===== src/rtl/mod5_frame_tx_if.sv =====
// -----------------------------------------------------------------------------
// mod5_frame_tx_if
//   Bundles the payload handshake and the serial frame outputs of
//   mod5_frame_tx.
//
//   Handshake: a payload transfer happens on a rising clk edge where
//   din_valid=1 and din_ready=1. din is captured at that edge. din_valid
//   seen while din_ready=0 is ignored, and nothing is queued.
//
//   Signals
//     din         [DATA_W-1:0]  payload word (producer -> transmitter)
//     din_valid                 payload offered (producer -> transmitter)
//     din_ready                 transmitter idle, can accept a payload
//     sout                      serial frame bit, MSB first, 0 when not valid
//     sout_valid                sout carries a frame bit this cycle
//     frame_start               pulse on the first frame bit
//     frame_end                 pulse on the last frame bit
//     chk         [2:0]         check value of the current or last frame
//
//   Modports
//     master : the producer / frame consumer side (drives din, din_valid)
//     slave  : the transmitter side (mod5_frame_tx)
// -----------------------------------------------------------------------------
interface mod5_frame_tx_if #(
    parameter int DATA_W = 8
);
    logic [DATA_W-1:0] din;
    logic              din_valid;
    logic              din_ready;
    logic              sout;
    logic              sout_valid;
    logic              frame_start;
    logic              frame_end;
    logic [2:0]        chk;

    modport master (
        output din,
        output din_valid,
        input  din_ready,
        input  sout,
        input  sout_valid,
        input  frame_start,
        input  frame_end,
        input  chk
    );

    modport slave (
        input  din,
        input  din_valid,
        output din_ready,
        output sout,
        output sout_valid,
        output frame_start,
        output frame_end,
        output chk
    );
endinterface


===== src/rtl/mod5_frame_tx.sv =====
// -----------------------------------------------------------------------------
// mod5_frame_tx
//   Serial frame transmitter. Each accepted payload word is sent MSB first,
//   followed by three check bits c[2:0] chosen so the whole
//   (DATA_W+3)-bit frame value is an exact multiple of 5.
//
//   The residue r = payload mod 5 is accumulated one bit at a time while the
//   payload is shifted out (r <- (2r + b) mod 5). Appending three zero bits
//   multiplies by 8 (= 3 mod 5), so the check value must cancel 3r mod 5,
//   which gives c = 2r mod 5 = {0,2,4,1,3}[r].
//
//   Timing: the handshake edge already registers the first payload bit, so
//   the frame starts in the cycle directly after the handshake. A frame
//   occupies DATA_W+3 consecutive cycles, then one IDLE cycle follows in
//   which din_ready=1, so back-to-back frames are separated by one gap cycle.
//
//   Ports
//     clk          rising-edge clock
//     reset        asynchronous, active-high reset (aborts any frame)
//     bus          mod5_frame_tx_if.slave (handshake + serial outputs)
//     dbg_state_o  current FSM state (0=IDLE, 1=DATA, 2=CHECK)
//
//   All outputs come straight from flops; nothing depends combinationally
//   on din or din_valid.
// -----------------------------------------------------------------------------
module mod5_frame_tx #(
    parameter int DATA_W = 8
) (
    input  logic                  clk,
    input  logic                  reset,
    mod5_frame_tx_if.slave        bus,
    output logic [1:0]            dbg_state_o
);

    typedef enum logic [1:0] {
        IDLE  = 2'd0,
        DATA  = 2'd1,
        CHECK = 2'd2
    } state_t;

    // Index of the last payload bit; the counter holds the index of the bit
    // currently on sout while in DATA, and of the check bit while in CHECK.
    localparam logic [4:0] LAST_DATA = 5'(DATA_W - 1);

    state_t            state_q, state_d;
    logic [DATA_W-1:0] shreg_q, shreg_d;   // payload bits not yet on sout
    logic [2:0]        res_q,   res_d;     // residue of the bits sent so far
    logic [4:0]        cnt_q,   cnt_d;
    logic              sout_q,  sout_d;
    logic              vld_q,   vld_d;
    logic              fs_q,    fs_d;
    logic              fe_q,    fe_d;
    logic [2:0]        chk_q,   chk_d;
    logic [2:0]        chk_new;

    // (2r + b) mod 5 for r in 0..4: {r,b} is 2r+b, at most 9, so one
    // conditional subtraction is enough.
    function automatic logic [2:0] res_step(input logic [2:0] r, input logic b);
        logic [3:0] v;
        v = {r, b};
        if (v >= 4'd5) begin
            v = v - 4'd5;
        end
        return v[2:0];
    endfunction

    // Check value that makes payload*8 + c divisible by 5.
    function automatic logic [2:0] check_of(input logic [2:0] r);
        logic [2:0] c;
        case (r)
            3'd0:    c = 3'd0;
            3'd1:    c = 3'd2;
            3'd2:    c = 3'd4;
            3'd3:    c = 3'd1;
            3'd4:    c = 3'd3;
            default: c = 3'd0;
        endcase
        return c;
    endfunction

    // ------------------------------------------------------------------
    // State and output registers
    // ------------------------------------------------------------------
    always_ff @(posedge clk or posedge reset) begin
        if (reset) begin
            state_q <= IDLE;
            shreg_q <= '0;
            res_q   <= 3'd0;
            cnt_q   <= 5'd0;
            sout_q  <= 1'b0;
            vld_q   <= 1'b0;
            fs_q    <= 1'b0;
            fe_q    <= 1'b0;
            chk_q   <= 3'd0;
        end else begin
            state_q <= state_d;
            shreg_q <= shreg_d;
            res_q   <= res_d;
            cnt_q   <= cnt_d;
            sout_q  <= sout_d;
            vld_q   <= vld_d;
            fs_q    <= fs_d;
            fe_q    <= fe_d;
            chk_q   <= chk_d;
        end
    end

    // ------------------------------------------------------------------
    // Next-state and next-output logic
    // ------------------------------------------------------------------
    always_comb begin
        state_d = state_q;
        shreg_d = shreg_q;
        res_d   = res_q;
        cnt_d   = cnt_q;
        sout_d  = 1'b0;
        vld_d   = 1'b0;
        fs_d    = 1'b0;
        fe_d    = 1'b0;
        chk_d   = chk_q;
        chk_new = check_of(res_q);

        case (state_q)
            IDLE: begin
                // din_ready is 1 here, so din_valid alone completes the
                // handshake. The MSB goes out at this same edge and the
                // residue restarts from 0 with that bit folded in.
                if (bus.din_valid) begin
                    state_d = DATA;
                    shreg_d = {bus.din[DATA_W-2:0], 1'b0};
                    res_d   = res_step(3'd0, bus.din[DATA_W-1]);
                    cnt_d   = 5'd0;
                    sout_d  = bus.din[DATA_W-1];
                    vld_d   = 1'b1;
                    fs_d    = 1'b1;
                end
            end

            DATA: begin
                vld_d = 1'b1;
                if (cnt_q != LAST_DATA) begin
                    sout_d  = shreg_q[DATA_W-1];
                    shreg_d = {shreg_q[DATA_W-2:0], 1'b0};
                    res_d   = res_step(res_q, shreg_q[DATA_W-1]);
                    cnt_d   = cnt_q + 5'd1;
                end else begin
                    // res_q now covers the whole payload; chk is updated
                    // so it is visible from the first check bit onwards.
                    state_d = CHECK;
                    chk_d   = chk_new;
                    sout_d  = chk_new[2];
                    cnt_d   = 5'd0;
                end
            end

            CHECK: begin
                case (cnt_q)
                    5'd0: begin
                        sout_d = chk_q[1];
                        vld_d  = 1'b1;
                        cnt_d  = 5'd1;
                    end
                    5'd1: begin
                        sout_d = chk_q[0];
                        vld_d  = 1'b1;
                        fe_d   = 1'b1;
                        cnt_d  = 5'd2;
                    end
                    default: begin
                        state_d = IDLE;
                        cnt_d   = 5'd0;
                    end
                endcase
            end

            default: begin
                state_d = IDLE;
                cnt_d   = 5'd0;
            end
        endcase
    end

    // ------------------------------------------------------------------
    // Outputs
    // ------------------------------------------------------------------
    assign bus.din_ready   = (state_q == IDLE);
    assign bus.sout        = sout_q;
    assign bus.sout_valid  = vld_q;
    assign bus.frame_start = fs_q;
    assign bus.frame_end   = fe_q;
    assign bus.chk         = chk_q;
    assign dbg_state_o     = state_q;

endmodule


===== src/flat_wrapper.sv =====
// flat-port wrapper written by rule: the top's interface ports become plain ports
module mod5_frame_tx_flat 
#(
    parameter int DATA_W = 8
)
  (clk, reset, dbg_state_o, bus_din, bus_din_valid, bus_din_ready, bus_sout, bus_sout_valid, bus_frame_start, bus_frame_end, bus_chk);
  mod5_frame_tx_if #(.DATA_W(DATA_W)) bus_i ();
  input  logic clk;
  input  logic reset;
  output logic [1:0] dbg_state_o;
  input wire logic [$bits(bus_i.din)-1:0] bus_din;
  input wire logic [$bits(bus_i.din_valid)-1:0] bus_din_valid;
  output wire logic [$bits(bus_i.din_ready)-1:0] bus_din_ready;
  output wire logic [$bits(bus_i.sout)-1:0] bus_sout;
  output wire logic [$bits(bus_i.sout_valid)-1:0] bus_sout_valid;
  output wire logic [$bits(bus_i.frame_start)-1:0] bus_frame_start;
  output wire logic [$bits(bus_i.frame_end)-1:0] bus_frame_end;
  output wire logic [$bits(bus_i.chk)-1:0] bus_chk;
  assign bus_i.din = bus_din;
  assign bus_i.din_valid = bus_din_valid;
  assign bus_din_ready = bus_i.din_ready;
  assign bus_sout = bus_i.sout;
  assign bus_sout_valid = bus_i.sout_valid;
  assign bus_frame_start = bus_i.frame_start;
  assign bus_frame_end = bus_i.frame_end;
  assign bus_chk = bus_i.chk;
  mod5_frame_tx #(.DATA_W(DATA_W)) u_core (.clk(clk), .reset(reset), .bus(bus_i), .dbg_state_o(dbg_state_o));
endmodule

===== config.mk =====
export PLATFORM = sky130hd
export DESIGN_NAME = mod5_frame_tx_flat
export DESIGN_NICKNAME = d
export VERILOG_FILES = /design/src/rtl/mod5_frame_tx_if.sv /design/src/rtl/mod5_frame_tx.sv /design/src/flat_wrapper.sv
export SDC_FILE = /design/constraint.sdc
export NUM_CORES = 1
export LEC_CHECK = 0
export BUFFER_PORTS_ARGS = -buffer_cell sky130_fd_sc_hd__clkbuf_2
export CORE_MARGIN = 1
export CORE_UTILIZATION = 41
export CTS_CLUSTER_DIAMETER = 50
export CTS_CLUSTER_SIZE = 25
export DETAILED_ROUTE_END_ITERATION = 7
export GPL_ROUTABILITY_DRIVEN = 0
export PLACE_DENSITY = 0.62
export SYNTH_ARGS = -nofsm -noshare
export SYNTH_HDL_FRONTEND = slang
export SYNTH_SLANG_ARGS = --single-unit

===== constraint.sdc =====
create_clock -name clk -period 1.71 [get_ports clk]
set_clock_uncertainty 0.05 [all_clocks]
set_input_delay 0.2565 -clock clk [delete_from_list [all_inputs] [get_ports clk]]
set_output_delay 0.2565 -clock clk [all_outputs]
set_load 0.02 [all_outputs]

==> run_results.csv <==
group,metric,value,unit
outcome,status,"complete, no violations",
yosys,synth_area,1320,µm²
final_layout,antenna_cells,0,
sta,drv_slew,0,
yosys,ys_ff_latch,24,
floorplan,core-area,3050,µm²
sta,setup_slack,0.0565,ns
pwr,clkPwrFrac,0.130,
place,io_buffers,20,
place,placed_area,1540,µm²
detailed_routing,drt_iter0_markers,33,
yosys,netlist_instances,137,
pwr,powerDensity,1460,nW/µm²
final_layout,final_area,1620,µm²
detailed_routing,wl_per_cell,13.0,µm
sta,layout_min_cycle_time,1.65,ns
place,place_ws,0.0182,ns
clock_tree,clkLatencyLatePin,0.32,ns
pwr,vdd_drop_max,565,µV
final_layout,drive_gt1_frac,0.304,
final_layout,area_growth,22.4,%
sta,rsz0062_at_grt,"true",
worst_hold_path,hold_start,"bus_din[0]",
critical_path,reg2reg_slack,0.06,ns
clock_tree,cts.sinks,24,
final_layout,fill_cells,308,
clock_tree,ctsHtreeMaxLevel,1,
final_layout,fin_nets,189,
clock_tree,clk_pin_slew,0.14,ns
global_routing,grtUsageMet3,0.0264,
sta,clock.fmax,0.605,GHz
worst_hold_path,hold_depth,3,
flow_run,cap_violations,0,
pwr,seq_power_share,0.361,
floorplan,die_w,58.8,µm
yosys,ys_warn_count,0,
sta,hold_viol,0,
floorplan,std_cell_rows,20,
yosys,avgSynthCellArea,9.65,µm²
pwr,p_leak,0.747,nW
floorplan,die_area,3460,µm²
global_routing,grt_start_max_net_pins,25,
detailed_routing,wl,2750,µm
critical_path,ff2ff_path_depth,7,
critical_path,crit_fanout,5,
worst_hold_path,hold_path_class,"input port to register",
global_routing,met2_usage,0.289,
global_routing,grt_remaining_overflow,0,
pwr,intPower,1.40,mW
detailed_routing,vias_per_cell,5.18,
global_routing,grt_util_all_layers,0.174,
pwr,switchingPower,0.969,mW
sta,maxSlewHeadroom,0.789,
floorplan,pin_count,21,
global_routing,grt.busiest_layer,"met2",
pwr,combPwrFrac,0.509,
yosys,synthTopCellsByArea,"dfrtp_1 45%, ha_1 8.5%, mux2i_1 6.8%",
critical_path,end_kind,"register",
sta,finalSetupViolations,0,
yosys,synth.distinct_cells,32,
global_routing,antenna_found_initial,0,
final_layout,layout_common_cells,"22 x dfrtp_1, 20 x clkbuf_2, 14 x nand2_1",
clock_tree,cts_tree,"yes",
critical_path,arrival,1.81,ns
floorplan,dieHeight,58.8,µm
yosys,synth_nets,157,
clock_tree,cts_buffers,3,
detailed_routing,vias,1099,
critical_path,start_kind,"register",
final_layout,final_common_cell,"dfrtp_1",
pwr,switching_share,0.409,
detailed_routing,drcViolationCount,0,
global_routing,grt_pass1_vias,1001,
critical_path,required,1.87,ns
yosys,yosysTopAreaCell,"dfrtp_1",
yosys,ys_seq_area_frac,0.454,
yosys,yosys.area.top_type_share,0.454,
sta,worstMarginPinSlew,0.316,ns
detailed_routing,drt_pass1_iterations,4,
critical_path,crit_type,"register to register",
clock_tree,clockBufferDepth,2,
critical_path,reg2reg_to,"u_core.res_q[2]",
global_routing,grt_pass1_wl,4530,µm
global_routing,met1_usage,0.228,
critical_path,r2r_start,"u_core.dbg_state_o[0]",
detailed_routing,ant_nets,0,
clock_tree,root_buffer,"clkbuf_4",
worst_hold_path,min_to,"u_core.shreg_q[1]",
place,dpl.hpwl,2070,µm
floorplan,initial_core_util,0.433,
sta,fin_crit_sh,0.967,
cells by family (layout without fill, tap and decap cells):
| group | Yosys count | in the layout | synth area share |
|---|---|---|---|
| AOI/OAI and AO/OA | 34 | 34 | 0.156 |
| xor gates and xnor gates | 2 | 2 | 0.0132 |
| adders and majority gates | 9 | 9 | 0.0851 |
| buffers and inverters | 17 | 48 | 0.0587 |
| DFF | 24 | 24 | 0.454 |
| muxes | 10 | 10 | 0.0766 |
| and+or+nand+nor | 41 | 41 | 0.156 |
Yosys cell counts (all sizes together):
master    n
or3b      1
nand4     1
a2bb2oi   1
a32oi     1
inv      11
a31oi     4
o31ai     1
o21bai    2
o21ai     5
nor2     11
o22ai     4
a21oi    13
nor4b     1
o211ai    1
buf       4
mux2i     9
and2      2
clkbuf    2
a32o      1
ha        9
mux2      1
xnor2     2
and4bb    1
nand2b    3
nand3     6
dfrtp    24
nand2    14
or4       1
a22o      1
metal layers:
layer	part of all wire	vias up
met2	0.47	31
met1	0.47	522
met4	0.014	0
met5	0	-
met3	0.040	5
li1	-	541
power groups by stage:
stage	Sequential (mW)	Combinational, mW	Clock [mW]
6_report	0.855	1.21	0.308
3_3_place_gp	0.854	1.14	0
2_1_floorplan	0.880	0.802	0
4_1_cts	0.854	1.17	0.321
5_1_grt	0.879	1.34	0.342
3_5_place_dp	0.864	1.16	0
worst max-delay path by stage:
stage | from | endpoint | slack (ns)
after floorplan | u_core.dbg_state_o[0] | u_core.cnt_q[3] | -0.008
after global placement | u_core.shreg_q[7] | u_core.res_q[1] | 0.08
after detailed placement | u_core.dbg_state_o[0] | u_core.dbg_state_o[0] | 0.02
after CTS | u_core.shreg_q[7] | u_core.res_q[1] | 0.05
after global routing | u_core.dbg_state_o[0] | u_core.res_q[2] | -0.03
final | u_core.dbg_state_o[0] | u_core.res_q[2] | 0.06
cell type report:
class,count,area [µm²],share of cell area
timing repair buffer,33,200,0.124
tap,44,55.1,0.0340
clock buffer,4,36.3,0.0224
sequential,24,603,0.372
multi-input combinational,96,683,0.422
inverter,11,41.3,0.0255
through the flow:
stage	cells	utilization	setup TNS, ns	hold WS [ns]	total power [mW]
6_report	212	0.530	0	0.109	2.37
5_1_grt	212	0.530	-0.0441	0.130	2.56
4_1_cts	211	0.520	0	0.124	2.35
3_5_place_dp	206	0.504	0	0.255	2.02
3_3_place_gp	206	0.504	0	0.248	2.00
2_1_floorplan	137	-	-0.0330	0.221	1.68
worst max-delay path: stages, from the launching register on:
cell	delay, ns
dfrtp_2	0.46
inv_1	0.10
ha_2	0.24
mux2i_2	0.24
buf_4	0.15
nor2_1	0.04
a32oi_1	0.17
o21ai_0	0.09
state kept, by name, indices dropped and copies added, names as in the netlist:
signal                  cells
u_core.bus.chk              3
u_core.bus.frame_end        1
u_core.bus.frame_start      1
u_core.bus.sout             1
u_core.bus.sout_valid       1
u_core.cnt_q                5
u_core.dbg_state_o          2
u_core.res_q                3
u_core.shreg_q              7
what timing repair did:
action | 4_1_cts | 5_1_grt
hold buffers | 1 | 0
cloned | 0 | 0
buffers inserted | 0 | 1
gates resized for setup | 2 | 8
hold endpoints to repair | 24 | 0
endpoints found under the setup margin | 2 | 10
(Power assumes the default switching activity.)
